## src/rtl/cnn_pkg.sv

```systemverilog
// Shared constants, FSM encoding and lane helper for the systolic-array output path.
package cnn_pkg;

  localparam int unsigned data_size     = 8;
  localparam int unsigned array_size    = 9;
  localparam int unsigned dim_data_size = 8;
  localparam int unsigned addr_w        = 20;

  typedef enum logic [1:0] {
    st_idle  = 2'd0,
    st_write = 2'd1,
    st_done  = 2'd2
  } state_t;

  // Extract lane idx from a packed row of array_size words.
  function automatic logic [data_size-1:0] lane_slice(
    input logic [data_size*array_size-1:0] vec,
    input int unsigned                     idx
  );
    return vec[idx*data_size +: data_size];
  endfunction

endpackage

```

## src/rtl/row_fifo.sv

```systemverilog
// Synchronous FIFO of aligned MAC rows. The caller guarantees push only when
// not full (or when popping in the same cycle) and pop only when not empty.
module row_fifo #(
  parameter int unsigned width = 72,
  parameter int unsigned depth = 4
) (
  input  logic                     clk,
  input  logic                     reset,
  input  logic                     push,
  input  logic                     pop,
  input  logic [width-1:0]         din,
  output logic [width-1:0]         dout,
  output logic                     full,
  output logic                     empty,
  output logic [$clog2(depth):0]   count
);

  localparam int unsigned ptr_w = $clog2(depth);

  logic [width-1:0] mem [depth];
  logic [ptr_w-1:0] wr_ptr;
  logic [ptr_w-1:0] rd_ptr;

  // Pointer and occupancy bookkeeping.
  always_ff @(posedge clk) begin
    if (reset) begin
      wr_ptr <= '0;
      rd_ptr <= '0;
      count  <= '0;
    end else begin
      if (push) wr_ptr <= wr_ptr + ptr_w'(1);
      if (pop)  rd_ptr <= rd_ptr + ptr_w'(1);
      case ({push, pop})
        2'b10:   count <= count + (ptr_w+1)'(1);
        2'b01:   count <= count - (ptr_w+1)'(1);
        default: count <= count;
      endcase
    end
  end

  // Row storage; a push into a full FIFO that is popping the same cycle
  // overwrites the slot being read out, which is safe at the edge.
  always_ff @(posedge clk) begin
    if (push) mem[wr_ptr] <= din;
  end

  assign dout  = mem[rd_ptr];
  assign full  = (count == (ptr_w+1)'(depth));
  assign empty = (count == '0);

endmodule

```

## src/rtl/ofmap_writer.sv

```systemverilog
// Deskews systolic MAC output rows, buffers them, and streams the words of an
// output feature map to memory starting at initial_address.
module ofmap_writer #(
  parameter int unsigned data_size     = cnn_pkg::data_size,
  parameter int unsigned array_size    = cnn_pkg::array_size,
  parameter int unsigned dim_data_size = cnn_pkg::dim_data_size,
  parameter int unsigned FIFO_DEPTH    = 4
) (
  input  logic                            s_clk,
  input  logic                            reset,
  input  logic                            start,
  input  logic [cnn_pkg::addr_w-1:0]      initial_address,
  input  logic [dim_data_size-1:0]        Weight_size,
  input  logic [dim_data_size-1:0]        image_height,
  input  logic [dim_data_size-1:0]        image_width,
  input  logic                            mac_valid,
  input  logic [data_size*array_size-1:0] macout,
  output logic                            mac_ready,
  output logic [cnn_pkg::addr_w-1:0]      mem_addr,
  output logic [data_size-1:0]            mem_wdata,
  output logic                            mem_we,
  input  logic                            mem_ready,
  output logic                            busy,
  output logic                            done,
  output logic                            cfg_err,
  output logic                            overflow
);

  import cnn_pkg::*;

  localparam int unsigned row_w  = data_size * array_size;
  localparam int unsigned cnt_w  = $clog2(FIFO_DEPTH) + 1;
  localparam int unsigned lane_w = $clog2(array_size);
  localparam int unsigned inf_w  = $clog2(array_size);
  localparam int unsigned tot_w  = 2 * dim_data_size;

  state_t state, state_nxt;

  logic [addr_w-1:0]        addr;
  logic [tot_w-1:0]         total;
  logic [tot_w-1:0]         written;
  logic [lane_w-1:0]        lane_idx;
  logic                     cfg_done_q;

  logic [array_size-2:0]    v_dly;
  logic [inf_w-1:0]         inflight;
  logic [row_w-1:0]         aligned_row;
  logic                     row_valid;

  logic [row_w-1:0]         head_row;
  logic                     fifo_full;
  logic                     fifo_empty;
  logic [cnt_w-1:0]         fifo_count;
  logic                     fifo_push;
  logic                     fifo_pop;

  logic                     cfg_bad;
  logic                     start_ok;
  logic [dim_data_size-1:0] rows_out;
  logic [dim_data_size-1:0] cols_out;
  logic [tot_w-1:0]         total_calc;
  logic                     presenting;
  logic                     xfer;
  logic                     last_word;
  logic                     lane_end;
  logic                     row_live;
  logic                     drop_row;

  // ---------------------------------------------------------------- deskew
  // Lane i waits array_size-1-i cycles so all lanes of a beat line up with
  // the last lane, which is used straight from macout.
  for (genvar i = 0; i < array_size - 1; i++) begin : g_lane
    localparam int unsigned depth_l = array_size - 1 - i;
    logic [data_size-1:0] dly [depth_l];

    // Per-lane delay line.
    always_ff @(posedge s_clk) begin
      if (reset) begin
        for (int unsigned j = 0; j < depth_l; j++) dly[j] <= '0;
      end else begin
        dly[0] <= lane_slice(macout, i);
        for (int unsigned j = 1; j < depth_l; j++) dly[j] <= dly[j-1];
      end
    end

    assign aligned_row[i*data_size +: data_size] = dly[depth_l-1];
  end

  assign aligned_row[(array_size-1)*data_size +: data_size] = lane_slice(macout, array_size - 1);

  // Valid delay line, aligned with the deskewed row.
  always_ff @(posedge s_clk) begin
    if (reset) v_dly <= '0;
    else       v_dly <= {v_dly[array_size-3:0], mac_valid};
  end

  assign row_valid = v_dly[array_size-2];

  // Beats already accepted but not yet landed in the FIFO.
  always_comb begin
    inflight = '0;
    for (int unsigned k = 0; k < array_size - 1; k++) inflight = inflight + inf_w'(v_dly[k]);
  end

  assign mac_ready = (32'(fifo_count) + 32'(inflight)) < FIFO_DEPTH;

  // ---------------------------------------------------------------- buffer
  assign presenting = (state == st_write) && !fifo_empty;
  assign xfer       = presenting && mem_ready;
  assign last_word  = (written + tot_w'(1)) == total;
  assign lane_end   = (lane_idx == lane_w'(array_size - 1));
  assign fifo_pop   = xfer && (lane_end || last_word);
  assign row_live   = row_valid && (state != st_idle);
  // A full FIFO still takes a row when its head leaves on the same edge.
  assign fifo_push  = row_live && (!fifo_full || fifo_pop);
  assign drop_row   = row_live && fifo_full && !fifo_pop;

  row_fifo #(
    .width (row_w),
    .depth (FIFO_DEPTH)
  ) u_row_fifo (
    .clk   (s_clk),
    .reset (reset),
    .push  (fifo_push),
    .pop   (fifo_pop),
    .din   (aligned_row),
    .dout  (head_row),
    .full  (fifo_full),
    .empty (fifo_empty),
    .count (fifo_count)
  );

  // ---------------------------------------------------------------- config
  assign cfg_bad    = (Weight_size == '0) || (Weight_size > image_height) || (Weight_size > image_width);
  assign start_ok   = start && (state == st_idle);
  assign rows_out   = image_height - Weight_size + dim_data_size'(1);
  assign cols_out   = image_width  - Weight_size + dim_data_size'(1);
  assign total_calc = tot_w'(rows_out) * tot_w'(cols_out);

  // ---------------------------------------------------------------- FSM
  // State register.
  always_ff @(posedge s_clk) begin
    if (reset) state <= st_idle;
    else       state <= state_nxt;
  end

  // Next-state logic.
  always_comb begin
    state_nxt = state;
    case (state)
      st_idle:  if (start && !cfg_bad) state_nxt = st_write;
      st_write: if (xfer && last_word) state_nxt = st_done;
      st_done:  state_nxt = st_idle;
      default:  state_nxt = st_idle;
    endcase
  end

  // Output decode.
  always_comb begin
    busy      = (state != st_idle);
    done      = (state == st_done) || cfg_done_q;
    mem_we    = 1'b0;
    mem_addr  = '0;
    mem_wdata = '0;
    if (presenting) begin
      mem_we    = 1'b1;
      mem_addr  = addr;
      mem_wdata = lane_slice(head_row, 32'(lane_idx));
    end
  end

  // Frame datapath: config latch, address/word/lane counters, sticky flags.
  always_ff @(posedge s_clk) begin
    if (reset) begin
      addr       <= '0;
      total      <= '0;
      written    <= '0;
      lane_idx   <= '0;
      cfg_done_q <= 1'b0;
      cfg_err    <= 1'b0;
      overflow   <= 1'b0;
    end else begin
      cfg_done_q <= start_ok && cfg_bad;
      if (start_ok) begin
        if (cfg_bad) begin
          cfg_err <= 1'b1;
        end else begin
          addr     <= initial_address;
          total    <= total_calc;
          written  <= '0;
          lane_idx <= '0;
        end
      end else if (xfer) begin
        addr     <= addr + addr_w'(1);
        written  <= written + tot_w'(1);
        lane_idx <= (lane_end || last_word) ? '0 : lane_idx + lane_w'(1);
      end
      if (drop_row) overflow <= 1'b1;
    end
  end

endmodule

```

## config.mk

```make
export PLATFORM = sky130hd
export DESIGN_NAME = ofmap_writer
export DESIGN_NICKNAME = d
export VERILOG_FILES = /design/src/rtl/cnn_pkg.sv /design/src/rtl/row_fifo.sv /design/src/rtl/ofmap_writer.sv
export SDC_FILE = /design/constraint.sdc
export NUM_CORES = 1
export LEC_CHECK = 0
export CAP_MARGIN = 20
export CORE_MARGIN = 2
export CORE_UTILIZATION = 68
export DETAILED_ROUTE_END_ITERATION = 12
export DONT_BUFFER_PORTS = 1
export PLACE_DENSITY_LB_ADDON = 0.12
export SYNTH_ARGS = -nofsm -noshare
export SYNTH_HDL_FRONTEND = slang
export SYNTH_SLANG_ARGS = --single-unit
```

## constraint.sdc

```tcl
create_clock -name s_clk -period 9.9 [get_ports s_clk]
set_input_delay 1.485 -clock s_clk [delete_from_list [all_inputs] [get_ports s_clk]]
set_output_delay 1.485 -clock s_clk [all_outputs]
set_load 0.02 [all_outputs]
```

; ---- Word level (Yosys, flattened, before mapping)
; Memories as Yosys holds them, arrays and structs flattened. A register that Yosys moved wholly into a read port is not among the register bits.
; Index checks and enable logic that the tools add are counted.
[word_totals]
n_memories = 9
ff_bits = 76
out_inout_bits = 34
romBits = 0
input_bits = 121
elab_cells = 183
mem_bits_rw = 576
latchBits = 0
[memory_table]
columns = memory, words, word_bits, read_ports, rd_clocked_by_memory_dff, wr, line_no
row1 = u_row_fifo.mem, 4, 72, 1, 1, 1, row_fifo.sv:20  ; logic [width-1:0] mem [depth];
row2 = g_lane[0].dly, 8, 8, 8, 0, 8, ofmap_writer.sv:74  ; logic [data_size-1:0] dly [depth_l];
row3 = g_lane[1].dly, 7, 8, 7, 0, 7, ofmap_writer.sv:74
row4 = g_lane[2].dly, 6, 8, 6, 0, 6, ofmap_writer.sv:74
row5 = g_lane[3].dly, 5, 8, 5, 0, 5, ofmap_writer.sv:74
row6 = g_lane[4].dly, 4, 8, 4, 0, 4, ofmap_writer.sv:74
row7 = 3 more memories, --, --, --, --, --, --
[op_classes]
n_mul = 1
shift = 1
n_eq_ne = 10
n_bitwise = 36
add_sub_neg = 19
n_lt_le_gt_ge = 3
mux = 61
reduce_logical = 31
div_mod_pow = 0
[ops]
columns = op, n
row1 = 2-to-1 mux 8 bit, 37
row2 = 2-to-1 mux 20 bit, 4
row3 = variable part select 72 x 8 -> 8 bit, 1
row4 = 2-to-1 mux 16 bit, 3
row5 = OR 1 bit, 35
row6 = "adder 20 x 1 -> 20 bit, second input constant", 1
row7 = "adder 16 x 1 -> 16 bit, second input constant", 1
row8 = adder 4 x 1 -> 4 bit, 4
row9 = "adder 8 x 1 -> 8 bit, second input constant", 2
row10 = equality test 16 bit, 1
row11 = > comparator 8 bit, 2
row12 = multiplier 8 x 8 -> 16 bit, 1
row13 = 2-to-1 mux 4 bit, 4
row14 = subtractor 8 bit, 2
row15 = logical AND 1 bit, 11
row16 = logical NOT 8 bit, 1
row17 = 2-to-1 mux 2 bit, 4
row18 = AND reduction 2 bit, 4
row19 = OR reduction 8 bit, 1
row20 = 2-to-1 mux 1 bit, 7
row21 = case mux 3 bit (2 select lines), 1
row22 = nonzero test 2 bit, 3
row23 = adder 3 x 4 -> 5 bit, 1
row24 = logical OR 1 bit, 5
row25 = other kinds (19), 26

; ---- Logic depth before layout (Yosys ltp)
[logic_depth]
word_depth = 9
ltp_mapped = 27
ltp_nobuf = 27

; ---- Hierarchy
; A second synthesis with hierarchy kept.
[hier_totals]
hier_cells = 2009
hier_area_um2 = 26497.9
[modules_own_cells]
columns = mod, area_each_um2, cells_per_inst, instances, seq_area_each_um2
row1 = ofmap_writer, 15596.2, 1586, 1, 7146.9
row2 = row_fifo, 10901.7, 423, 1, 8828.5

; ---- Least setup slack after synthesis
; OpenSTA, ideal clock, no wires.
[synth_path]
path_kind = input -> register
startpoint = input image_width[1]
endpoint = register total[15]
setup_ns = 0.135
required_time_ns = 9.765
t_arrival_ns = 6.878
slack_ns = 2.887
n_path_buf = 0
path_stages = 27
path_cell_list = inv_1 ha_1 inv_1 ha_1 fa_1 a21oi_1 nor2_1 nor2_1 o21bai_1 a21oi_1 xor2_1 nand2_1 fa_1 fa_1 inv_1 fa_1 inv_1 fa_1 inv_1 ha_1 inv_1 a21oi_1 o211ai_1 a21oi_1 o31ai_1 xnor2_1 a21oi_1
[synth_via]
elab_chain_cells = 4
word_cells_on_any_way = 7
cone_classes = add/sub (2) / mul (1) / order compare (1) / bitwise (1) / reduce/logical (2)
[synth_rtl]
columns = item, line_no
row1 = from (decl), ofmap_writer.sv:15  ; input logic [dim_data_size-1:0] image_width,
row2 = branches (longest 4 deep; another with multiplier 8 x 8 -> 16 bit), --
row3 = to (signal assigned), ofmap_writer.sv:189  ; total <= total_calc;
row4 = to (decl), ofmap_writer.sv:40  ; logic [tot_w-1:0] total;
; Parallel ways; which one is timed is not known.
; A chain may end at the register's enable or synchronous reset.

; ---- Worst setup path after layout
[layout_path]
startpoint = input image_width[1]
endpoint = register total[11]
; The elaborated chain is that of the path after synthesis.

==> Flow_metrics.wiki <==
{| class="wikitable"
! Metric !! Value
|-
| Lkg Pwr || 0.01086 uW
|-
| TNS Setup || 0 ns
|-
| Mean number of vias per cell || 5.687
|-
| Post-route fraction of the period consumed by the critical path || 69.31%
|-
| Total clock buffers created by CTS || 61
|-
| Final antenna diode count || 0
|-
| Hold wc startpoint || g_lane[2].dly[4][3]
|-
| Io pins || 155
|-
| Netlist area before placement || 26280 um^2
|-
| Worst Slack Setup Final || about 3 ns
|-
| Peak per-stage delay on the critical path || 0.54 ns
|-
| CP max FO || 3
|-
| First-pass GRT wire length || 78120 um
|-
| Kind of launch point of the worst setup path || input pin
|-
| Dominant combinational cell family by area after synthesis || simple AND/OR/NAND/NOR gates
|-
| Clock Skew || 0.03473 ns
|-
| Adder and majority gate portion of the synthesized area || 7.637%
|-
| Clk pin slew, worst setup/hold paths || roughly 0.060 ns
|-
| Top post-synthesis cells by area || edfxtp_1, dfxtp_1, mux4_2
|-
| Run status || finished clean
|-
| FF-to-FF End || u_row_fifo.mem[3][1]
|-
| Commonest register cell after synthesis || dfxtp_1
|-
| Post-Syn Area per Cell || approximately 13 um^2
|-
| R2R Path Start || written[0]
|-
| WHS || between 0.4 and 0.5 ns
|-
| Achievable frequency || 145.7 MHz
|-
| Total setup violations reported at the end of the flow || 0
|-
| CP Data Required Time || roughly 10 ns
|-
| Number of pins with negative max-slew slack in the final report || 0
|-
| Die outline height || 200.6 um
|-
| TritonCTS clock tree || yes
|-
| Path class of the lowest-slack min-delay path || flip-flop to flip-flop
|-
| Cells after synthesis || 1998
|-
| Top-count cell post-synth || dfxtp_1
|-
| Core footprint || 38380 um^2
|-
| Most frequent CP cell || inv_1
|-
| Die Outline Area || approximately 40000 um^2
|-
| Number of antenna violations at the first check in global routing || 0
|-
| Post-placement worst setup slack || 2.461 ns
|-
| Proportion of synthesized flip-flops having asynchronous set or reset || 0%
|-
| Worst EP arrival || 7.34 ns
|-
| Overflow left after global routing || 0
|-
| Worst IR Drop VDD || 0.0002026 V
|-
| Number of flops mapped to enable cells by yosys || 288
|-
| Post_cts resized || 0
|-
| Post-synthesis register bit count || between 600 and 700
|-
| Count of filler cells inserted in the layout || around 2400
|-
| Overall global routing resource usage || approximately a quarter
|-
| First-pass iteration count of the detailed router || 5
|-
| Mapped Nets || 2253
|-
| Endpoint class of the critical path || flip-flop
|-
| Number of global-route vias before repair || 14792
|-
| CTS root buffer || clkbuf_16
|-
| Basic-gate share of the synthesized area counting and, or, nand and nor cells || 13.91%
|-
| CP max-delay cell || fa_1
|-
| Pin count of the biggest net entering global routing || roughly 370
|-
| CTS Hold Bufs || 0
|-
| WHS Path Cells || 1
|-
| Most frequent cells after synthesis || dfxtp_1, nor2b_1, edfxtp_1
|-
| Number of I/O port buffers || 0
|-
| Synth cell types || 68
|-
| Routed via count || 14513
|-
| First DRT Iteration DRCs || 1086
|-
| Effective utilization at floorplan || 68.48%
|-
| Final antenna-violating net count || 0
|-
| Hold Crit Endpoint || g_lane[2].dly[5][3]
|-
| Site row count || about 70
|-
| Insertion delay to the later sink of the worst-skew pair || 0.62 ns
|-
| Portion of the post-synthesis area used by sequential elements || 60.79%
|-
| CTS sink count || 654
|-
| Post-CTS setup-driven buffer insertion count || 0
|-
| Net count of the finished layout || 2236
|-
| CTS H-Tree Depth || 2
|-
| Layout cell share with drive strength beyond 1 || 11.60%
|-
| Remaining routing DRC violations || 0
|-
| Relative max-transition margin || 26.43%
|-
| Dominant cell type by area after synthesis || edfxtp_1
|-
| Time the final worst path needs with I/O delays and setup || 6.862 ns
|-
| Cell Pwr Density || about 240 nW/um^2
|-
| Reg2reg path depth || 9
|-
| Setup repair after global routing missed its margin || no
|-
| X dimension of the die || ~200 um
|-
| Total number of yosys warnings || 0
|-
| Worst reg-to-reg setup slack || 5.72 ns
|-
| Layout overhead on the synthesized area || 10.10%
|-
| RD Place Congestion || 0.8637
|-
| Post-detailed-route wirelength per cell || 19.04 um
|-
| Clock buffer depth || 3
|-
| Fraction of synthesized cell area taken by the top area cell type || 32.91%
|-
| Critical path type || input pin to flip-flop
|-
| Half-perimeter wire length after detailed placement || a little under 30000 um
|-
| Final Hold Violating Endpoints || 0
|-
| Final wirelength || 48580 um
|-
| Slew at the pin with the worst max-slew slack || between 1 and 1.5 ns
|-
| Compound-cell area share of the yosys netlist || 4.613%
|-
| Multiplexer share of the synthesized area || about 8.2%
|-
| MaxCap Viol Count || 0
|-
| Area share of xor/xnor cells in the synthesized design || 1.666%
|}
## worst max-delay path, delay by kind of cell
kind	cells	cell delay [ns]
compound gates	8	1.39
xor+xnor	1	0.26
fa+ha+maj	8	3.33
buf+inv	6	0.28
simple gates	4	0.57
## state kept, by name, indices dropped and copies added, names as in the netlist, 2 cells and up, named ones only
| signal | flops |
|---|---|
| u_row_fifo.rd_ptr | 2 |
| u_row_fifo.mem | 288 |
| v_dly | 8 |
| state | 2 |
| u_row_fifo.count | 3 |
| g_lane.dly | 288 |
| total | 16 |
| lane_idx | 4 |
| addr | 20 |
| u_row_fifo.wr_ptr | 2 |
| written | 16 |
## placed cells by master, fill, tap and decap left out, types with 44 or more instances in the layout
cell	netlist	layout
dfxtp_1	366	364
nor2b_1	302	302
edfxtp_1	288	288
inv_1	116	116
nor2_1	116	115
ha_1	90	90
mux4_2	88	88
nand2_1	79	79
clkbuf_16	0	68
a21oi_1	51	51
fa_1	44	44
## where the power goes
part,switching (uW),internal [uW],leakage [uW]
combinational,942,713,0.00409
sequential,27.4,2850,0.00569
clock,977,1450,0.00107
## per-stage QoR
step / instances / total power, uW / area (um^2) / util (%)
5_1_grt: 2552 / 7345 / 28930 / 75.39
6_report: 2552 / 6960 / 28930 / 75.39
3_3_place_gp: 2431 / 4521 / 26650 / 69.44
2_1_floorplan: 1998 / 4267 / 26280 / -
4_1_cts: 2547 / 6995 / 28810 / 75.07
3_5_place_dp: 2431 / 4574 / 26650 / 69.44
## how the worst max path moves through the flow
| stage | from | to | slack (ns) | cells after the start |
|---|---|---|---|---|
| after CTS | image_width[1] | total[11] | 3.09 | 27 |
| final | image_width[1] | total[11] | 3.04 | 27 |
| after global placement | image_width[1] | total[15] | 2.60 | 27 |
| after global routing | image_width[1] | total[11] | 2.67 | 27 |
| after detailed placement | image_width[1] | total[11] | 2.46 | 27 |
| after floorplan | image_width[1] | total[15] | 2.89 | 27 |
## final cells by class
| class | count | area (um^2) | share of cell area (%) |
|---|---|---|---|
| flip-flops and latches | 654 | 15980 | 55.23 |
| multi-input cells | 1130 | 9493 | 32.81 |
| clock buffers | 88 | 1877 | 6.486 |
| well taps | 518 | 648.1 | 2.240 |
| inverters | 117 | 439.2 | 1.518 |
| clock inverters | 28 | 281.5 | 0.9730 |
| repair buffers | 17 | 215.2 | 0.7438 |
## per-layer routing
layer  track usage (%)  wire length [um]  share of wire [%]  vias to the layer above
met5                 0                 0                  0                        -
met4             7.011               913                1.9                        0
met3             4.188              2654                5.5                       58
met2             40.30             23240                 48                      393
met1             34.26             21780                 45                     7135
li1                  -                 -                  -                     6927
## cell families (layout without fill, tap and decap cells)
kind of cell             after synthesis  in the layout
AND/OR/NAND/NOR                      658            658
flip-flops                           654            654
buffers and inverters                214            250
AO/OA/AOI/OAI                        182            182
adder cells (fa/ha/maj)              134            134
multiplexers                         106            106
XOR/XNOR                              50             50
No activity file was read; power rests on OpenSTA's default activity.
